--- config.mk ---
export PLATFORM = sky130hd
export DESIGN_NAME = regfile_rename
export DESIGN_NICKNAME = d
export VERILOG_FILES = /design/src/rtl/regfile_rename_pkg.sv /design/src/rtl/regfile_lookup.sv /design/src/rtl/regfile_rename.sv
export SDC_FILE = /design/constraint.sdc
export NUM_CORES = 2
export LEC_CHECK = 0
export BUFFER_PORTS_ARGS = -buffer_cell sky130_fd_sc_hd__buf_2
export CORE_ASPECT_RATIO = 0.8
export CORE_MARGIN = 2
export CORE_UTILIZATION = 45
export DETAILED_ROUTE_END_ITERATION = 7
export GPL_ROUTABILITY_DRIVEN = 0
export HOLD_SLACK_MARGIN = 0.08
export PLACE_DENSITY = 0.67
export RECOVER_POWER = 50
export SETUP_SLACK_MARGIN = 0.15
export SLEW_MARGIN = 20
export SYNTH_ARGS = -nofsm -noshare
export SYNTH_HDL_FRONTEND = slang
export SYNTH_HIERARCHICAL = 1
export SYNTH_SLANG_ARGS = --single-unit
--- constraint.sdc ---
create_clock -name i_clk -period 7.75 [get_ports i_clk]
set_clock_uncertainty 0.05 [all_clocks]
set_input_delay 0.775 -clock i_clk [delete_from_list [all_inputs] [get_ports i_clk]]
set_output_delay 0.775 -clock i_clk [all_outputs]
set_load 0.03 [all_outputs]
--- src/rtl/regfile_rename_pkg.sv ---
// Shared register-file constants and ROB tag helpers, common to the ROB, Decoder and regfile.
package regfile_rename_pkg;

  localparam int unsigned DATA_WIDTH = 32;
  localparam int unsigned REG_WIDTH  = 5;
  localparam int unsigned TAG_WIDTH  = 4;
  localparam int unsigned NUM_REGS   = 1 << REG_WIDTH;
  localparam int unsigned CNT_WIDTH  = REG_WIDTH + 1;

  // MSB set means "no pending producer"; any MSB-clear value is a live ROB tag.
  localparam logic [TAG_WIDTH-1:0] TAG_FREE = {1'b1, {(TAG_WIDTH-1){1'b0}}};

  function automatic logic tag_is_free(input logic [TAG_WIDTH-1:0] tag);
    return tag == TAG_FREE;
  endfunction

  function automatic logic tag_is_valid(input logic [TAG_WIDTH-1:0] tag);
    return ~tag[TAG_WIDTH-1];
  endfunction

endpackage

--- src/rtl/regfile_lookup.sv ---
// One source-operand read port: returns committed data or the pending producer tag,
// with a bypass of a same-cycle commit that retires the awaited producer.
module regfile_lookup
  import regfile_rename_pkg::*;
(
  input  logic [REG_WIDTH-1:0]  i_name,
  input  logic [DATA_WIDTH-1:0] i_stored_data,
  input  logic [TAG_WIDTH-1:0]  i_stored_tag,
  input  logic                  i_commit_en,
  input  logic [REG_WIDTH-1:0]  i_commit_reg,
  input  logic [DATA_WIDTH-1:0] i_commit_data,
  input  logic [TAG_WIDTH-1:0]  i_commit_tag,
  output logic [TAG_WIDTH-1:0]  o_tag,
  output logic [DATA_WIDTH-1:0] o_data
);

  always_comb begin
    o_tag  = TAG_FREE;
    o_data = '0;
    if (i_name != '0) begin
      if (i_commit_en && (i_name == i_commit_reg) && (i_stored_tag == i_commit_tag)) begin
        o_data = i_commit_data;
      end else if (tag_is_free(i_stored_tag)) begin
        o_data = i_stored_data;
      end else begin
        o_tag = i_stored_tag;
      end
    end
  end

endmodule

--- src/rtl/regfile_rename.sv ---
// Architectural register file with per-register rename tags, commit bypass and flush.
module regfile_rename
  import regfile_rename_pkg::*;
(
  input  logic                  i_clk,
  input  logic                  i_rst_n,
  input  logic                  i_rename_en,
  input  logic [REG_WIDTH-1:0]  i_rename_reg,
  input  logic [TAG_WIDTH-1:0]  i_rename_tag,
  input  logic [REG_WIDTH-1:0]  i_rs1_name,
  input  logic [REG_WIDTH-1:0]  i_rs2_name,
  output logic [TAG_WIDTH-1:0]  o_rs1_tag,
  output logic [TAG_WIDTH-1:0]  o_rs2_tag,
  output logic [DATA_WIDTH-1:0] o_rs1_data,
  output logic [DATA_WIDTH-1:0] o_rs2_data,
  input  logic                  i_commit_en,
  input  logic [REG_WIDTH-1:0]  i_commit_reg,
  input  logic [DATA_WIDTH-1:0] i_commit_data,
  input  logic [TAG_WIDTH-1:0]  i_commit_tag,
  input  logic                  i_flush,
  output logic [CNT_WIDTH-1:0]  o_pending_cnt
);

  logic [DATA_WIDTH-1:0] r_data [NUM_REGS];
  logic [TAG_WIDTH-1:0]  r_tag  [NUM_REGS];
  logic [CNT_WIDTH-1:0]  r_pending_cnt;

  logic w_commit_wr;
  logic w_commit_clr;
  logic w_rename_wr;
  logic w_inc;
  logic w_dec;

  assign w_commit_wr  = i_commit_en && (i_commit_reg != '0);
  // A stale commit (tag mismatch) writes data but must not free a younger rename.
  assign w_commit_clr = w_commit_wr && (r_tag[i_commit_reg] == i_commit_tag) &&
                        !tag_is_free(r_tag[i_commit_reg]);
  assign w_rename_wr  = i_rename_en && (i_rename_reg != '0) && !i_flush;
  assign w_inc        = w_rename_wr && tag_is_free(r_tag[i_rename_reg]);
  assign w_dec        = w_commit_clr && !(w_rename_wr && (i_rename_reg == i_commit_reg));

  always_ff @(posedge i_clk or negedge i_rst_n) begin
    if (!i_rst_n) begin
      for (int i = 0; i < NUM_REGS; i++) begin
        r_data[i] <= '0;
        r_tag[i]  <= TAG_FREE;
      end
    end else begin
      if (w_commit_wr) begin
        r_data[i_commit_reg] <= i_commit_data;
      end
      if (i_flush) begin
        for (int i = 0; i < NUM_REGS; i++) begin
          r_tag[i] <= TAG_FREE;
        end
      end else begin
        if (w_commit_clr) begin
          r_tag[i_commit_reg] <= TAG_FREE;
        end
        // Later assignment wins: a same-cycle rename overrides the clear.
        if (w_rename_wr) begin
          r_tag[i_rename_reg] <= i_rename_tag;
        end
      end
    end
  end

  always_ff @(posedge i_clk or negedge i_rst_n) begin
    if (!i_rst_n) begin
      r_pending_cnt <= '0;
    end else if (i_flush) begin
      r_pending_cnt <= '0;
    end else begin
      r_pending_cnt <= r_pending_cnt + CNT_WIDTH'(w_inc) - CNT_WIDTH'(w_dec);
    end
  end

  assign o_pending_cnt = r_pending_cnt;

  regfile_lookup u_lookup_rs1 (
    .i_name        (i_rs1_name),
    .i_stored_data (r_data[i_rs1_name]),
    .i_stored_tag  (r_tag[i_rs1_name]),
    .i_commit_en   (i_commit_en),
    .i_commit_reg  (i_commit_reg),
    .i_commit_data (i_commit_data),
    .i_commit_tag  (i_commit_tag),
    .o_tag         (o_rs1_tag),
    .o_data        (o_rs1_data)
  );

  regfile_lookup u_lookup_rs2 (
    .i_name        (i_rs2_name),
    .i_stored_data (r_data[i_rs2_name]),
    .i_stored_tag  (r_tag[i_rs2_name]),
    .i_commit_en   (i_commit_en),
    .i_commit_reg  (i_commit_reg),
    .i_commit_data (i_commit_data),
    .i_commit_tag  (i_commit_tag),
    .o_tag         (o_rs2_tag),
    .o_data        (o_rs2_data)
  );

endmodule
## After elaboration in Yosys (flattened, before gate mapping)

Cells that the tools add are included.

| word-level totals | value |
|---|---|
| word-level logic and storage cells | 154 |
| flip-flop bits (word level) | 1158 |

| cells by class | value |
|---|---|
| add/subtract/negate cells | 2 |
| equality and inequality tests | 10 |
| magnitude comparators | 6 |
| mux-type cells | 43 |
| bitwise logic cells | 7 |
| reductions and logical operators | 21 |

Operators with widths:

| cell | count |
|---|---|
| bitwise mux 1024 bit | 1 |
| two-way mux 128 bit | 4 |
| two-way mux 32 bit | 11 |
| binary-select mux 32 bit (select 5 bit) | 2 |
| demux 32 bit (select 5 bit) | 1 |
| bitwise mux 128 bit | 1 |
| AND 96 bit | 1 |
| NOT 96 bit | 1 |
| binary-select mux 4 bit (select 5 bit) | 4 |
| two-way mux 4 bit | 16 |
| demux 4 bit (select 5 bit) | 2 |
| OR 32 bit | 1 |
| >= comparator 6 bit (second input constant) | 4 |
| NOT 5 -> 6 bit | 4 |
| nonzero test 5 bit | 4 |
| equality test 4 bit (second input constant) | 4 |
| equality test 5 bit | 3 |
| logical AND 1 bit | 14 |
| equality test 4 bit | 3 |
| less-than comparator 6 x 1 -> 1 bit (second input constant) | 2 |
| adder 6 x 1 -> 6 bit | 1 |
| two-way mux 6 bit | 1 |
| subtractor 6 x 1 -> 6 bit | 1 |
| zero test 1 bit | 3 |

## Depth between registers and ports, before layout

| depth | value |
|---|---|
| depth after elaboration | 12 |
| gate-level depth with buffers | 19 |

## Cells and area by module

The synthesis kept the hierarchy.

By module, submodules not included:

| module | area each (um^2) | sequential area each (um^2) | cells an instance | times used |
|---|---|---|---|---|
| regfile_rename | 64901.0 | 29017.8 | 4346 | 1 |
| regfile_lookup | 833.3 | 0.0 | 127 | 2 |

## Worst setup path before layout

Ideal clock, no wire load.

| timing path | value |
|---|---|
| path type | input-to-output |
| start | input i_rs1_name[0] |
| end | output o_rs1_data[0] |
| cell stages on the path | 11 |
| buffers on the path | 4 |
| data required time | 6925 ps |
| setup slack | 2075 ps |
| arrival | 4850 ps |
| cells stage by stage | clkbuf_1 > buf_1 > buf_1 > mux4_2 > mux4_2 > mux2_2 > or4b_1 > a21oi_2 > buf_6 > nand2_1 > mux2i_1 |

| between the ends | value |
|---|---|
| cells in the longest elaborated chain, start to end | 8 |
| elaborated cells between the ends (all ways) | 16 |

RTL lines:

| item | RTL line | source |
|---|---|---|
| from (decl) | regfile_rename.sv:10 | `input logic [REG_WIDTH-1:0] i_rs1_name,` |
| NOT 5 -> 6 bit (implied by the code) | regfile_rename.sv:82, regfile_rename.sv:83 |  |
| binary-select mux 4 bit (select 5 bit) | regfile_rename.sv:83 | `.i_stored_tag (r_tag[i_rs1_name]),` |
| two-way mux 4 bit (implied by the code) (2 in series) | regfile_rename.sv:83 |  |
| equality test 4 bit (on tied branches) | regfile_rename_pkg.sv:14, regfile_lookup.sv:21 |  |
| two-way mux 32 bit or logical AND 1 bit (tied branches) | regfile_lookup.sv:23, regfile_lookup.sv:21 |  |
| two-way mux 32 bit | regfile_lookup.sv:21 | `if (i_commit_en && (i_name == i_commit_reg) && (i_stored_tag == i_commit_tag)) begin` |
| two-way mux 32 bit * | regfile_lookup.sv:20 | `if (i_name != '0) begin` |
| to (decl) | regfile_rename.sv:14 | `output logic [DATA_WIDTH-1:0] o_rs1_data,` |

Mark *: on every way between the ends. The rest lies on a longest branch, timed or not. The select of a mux whose other input is x is not followed.

## Final worst setup path

| timing path | value |
|---|---|
| start | input i_rs1_name[0] |
| end | output o_rs1_data[19] |

The elaborated chain is that of the path after synthesis.

==> results.json <==
{
  "status": "complete, but fails checks",
  "violations": "capacitance limit, slew limit",
  "fmax_ghz": 0.167,
  "synthDistinctLibCells": 70,
  "wl_per_cell_um": 31.1,
  "synth-edff-count": 0,
  "final_area_um2": 73000,
  "post-route-drc-count": 0,
  "synth.area.top_cells": "dfrtp_1, mux4_2, mux2_2, clkbuf_1, dfstp_2",
  "ios": 143,
  "final_cell_mix": "dfrtp_1, mux2_2, mux4_2",
  "pre_cts_slack_ns": 1.72,
  "tightest_slew_ns": 3.88,
  "cts_tree": "built",
  "clock_latency_ns": 0.76,
  "synth.cell_area_um2": 66600,
  "finalHoldViolations": 0,
  "setup_viol": 0,
  "p_clk_frac": 0.339,
  "arrival_ns": 5.17,
  "critPathRequiredTime_ns": 6.92,
  "numCtsBuffers": 119,
  "synth_fp_nets": 4672,
  "min_period_over_period": 0.774,
  "slew_viol_final": 792,
  "p_seq_frac": 0.435,
  "p_sw_uw": 5190,
  "ys_seq_area_frac": 0.436,
  "critPathKind": "in2out",
  "hp-class": "reg2reg",
  "netSwitchingFraction": 0.285,
  "crit_path_start_kind": "input port",
  "die_h_um": 348,
  "holdPathStages": 0,
  "yosysWarnings": 6,
  "r2r_start": "r_tag[9]",
  "cts_root_buffer": "clkbuf_16",
  "critPathCapture": "o_rs1_data[19]",
  "path_clk_slew_ns": 0.06,
  "start_util": 0.452,
  "grt_pass1_vias": 44200,
  "layout_setup_ws_ns": 1.75,
  "p_int_uw": 13000,
  "finalCriticalPeriod_ns": 6.00,
  "power_frac_comb": 0.225,
  "layout_commonest_cell": "dfrtp_1",
  "async_flop_share": 1.00,
  "clk_path_buf_depth": 3,
  "postCtsSetupBuffers": 0,
  "cap_violations": 11,
  "synth_cells": 4600,
  "grt_usage": 0.269,
  "fin_setup_tns_ns": 0,
  "worstSetupStartpoint": "i_rs1_name[0]",
  "drt_iter0_markers": 5286,
  "yosysTopAreaCell": "dfrtp_1",
  "reg2reg_depth": 16,
  "ant_nets": 0,
  "fin_nets": 4517,
  "place_area_um2": 68900,
  "totalWireLength_mm": 203,
  "leakage_uw": 0.0300,
  "rsz0062_at_grt": "false",
  "worstReg2RegEnd": "o_pending_cnt[4]",
  "vias_per_cell": 6.72,
  "post_cts_resized": 0,
  "grt_overflow_total": 0,
  "core_area_um2": 147000,
  "antenna_found_initial": 9,
  "dpl.hpwl_mm": 116,
  "area_growth_pct": 9.67,
  "cp_max_fo": 68,
  "portBuffers": 142,
  "die_x_um": 434,
  "yosys.area.top_type_share": 0.423,
  "endpoint_kind": "primary output",
  "p_per_area_nw_per_um2": 250,
  "ys.flop_type": "dfrtp_1",
  "die-area_um2": 151000,
  "h-tree-depth": 3,
  "fp-row-count": 126,
  "relSlewSlack": -1.59,
  "avgSynthCellArea_um2": 14.5,
  "ys_ff_latch": 1158,
  "vias": 43900,
  "drive_above_1_share": 0.516,
  "r2r_slack_ns": 3.26,
  "fin_total_pwr_uw": 18200,
  "ir_drop_uv": 195,
  "firstDrtPassIters": 8,
  "grt_pass1_wl_mm": 301,
  "cts_num_sinks": 1158,
  "grt_max_degree": 187
}
-- per-layer routing --
| layer | share of wire | track usage |
|---|---|---|
| met5 | 0.00046 | 0 |
| met4 | 0.032 | 0.0795 |
| met1 | 0.41 | 0.385 |
| met3 | 0.10 | 0.0713 |
| met2 | 0.45 | 0.405 |
-- per-stage QoR --
stage	util	std cells	hold WS [ns]
detailed placement	0.468	6306	0.332
CTS	0.496	6529	0.347
global route	0.496	6531	0.356
floorplan	-	4600	0.391
global placement	0.467	6303	0.326
finish	0.496	6531	0.343
-- cell usage after synthesis (5+ instances only) --
cell type      instances
mux2_2              1067
a21oi_1               50
mux4_1                 6
and3b_1                6
buf_2                 11
buf_1                 78
nand2_1              219
a22o_1                 5
buf_6                 15
nor2b_1               22
o21ai_1               16
o21a_1                31
a211oi_1               5
o21ai_0               63
xnor2_1               24
nor4_1                19
ha_1                   6
nor2_1               180
nor3_1                68
buf_4                  5
mux2i_1               81
nand4_1                8
dfstp_2               32
and3_1                 7
a31oi_1               84
o21ai_2               20
and2_1                 5
or3_1                 15
mux4_2               748
a41oi_1               15
inv_1                  8
clkbuf_1             388
a22oi_1               13
nand3_1               94
dfrtp_1             1126
dlygate4sd1_1          6
-- cells by family after synthesis --
kind of cell	Yosys count	synth area share
muxes	1902	0.448
DFF	1158	0.436
and+or+nand+nor	669	0.0470
buffers and inverters	513	0.0318
AOI/OAI and AO/OA	323	0.0321
xor gates and xnor gates	28	0.00368
adders and majority gates	7	0.00143
-- worst min path at each step --
stage                             from      endpoint
after global placement     r_data[999]   r_data[999]
after floorplan           r_data[1000]  r_data[1000]
after global routing      r_data[1005]  r_data[1005]
after CTS                 r_data[1001]  r_data[1001]
after detailed placement  r_data[1020]  r_data[1020]
final                     r_data[1018]  r_data[1018]
-- repair_timing --
action,in CTS,in global routing
endpoints found under the setup margin,0,0
hold endpoints to repair,61,0
hold buffers,1,0
-- power by group through the flow --
stage | Sequential, µW | Combinational (µW) | Clock (µW)
3_3_place_gp | 7900 | 4040 | 0
6_report | 7940 | 4100 | 6190
2_1_floorplan | 7720 | 3170 | 0
4_1_cts | 7900 | 4140 | 6280
5_1_grt | 8060 | 4380 | 6530
3_5_place_dp | 7990 | 4130 | 0
-- sequential cells by signal, indices dropped and copies added, names as in the netlist --
register / count
r_data: 1024
o_pending_cnt: 6
r_tag: 128
-- layout make-up --
| type | count | area, µm² |
|---|---|---|
| diodes | 1 | 2.50 |
| inverters | 9 | 33.8 |
| repair buffers | 228 | 1560 |
| multi-input cells | 2929 | 35700 |
| clock inverters | 55 | 748 |
| well taps | 1984 | 2480 |
| fillers | 12400 | 74200 |
| clock buffers | 167 | 3470 |
| flip-flops and latches | 1158 | 29000 |
-- worst max-delay path, stage by stage --
cell     delay, ns
buf_8         0.59
mux4_2        0.59
mux4_2        0.49
mux2_2        0.31
or4b_1        0.69
a21oi_4       0.83
buf_12        0.28
nand2_1       0.08
mux2i_1       0.22
buf_2         0.25
Power figures use the tool's default switching activity.
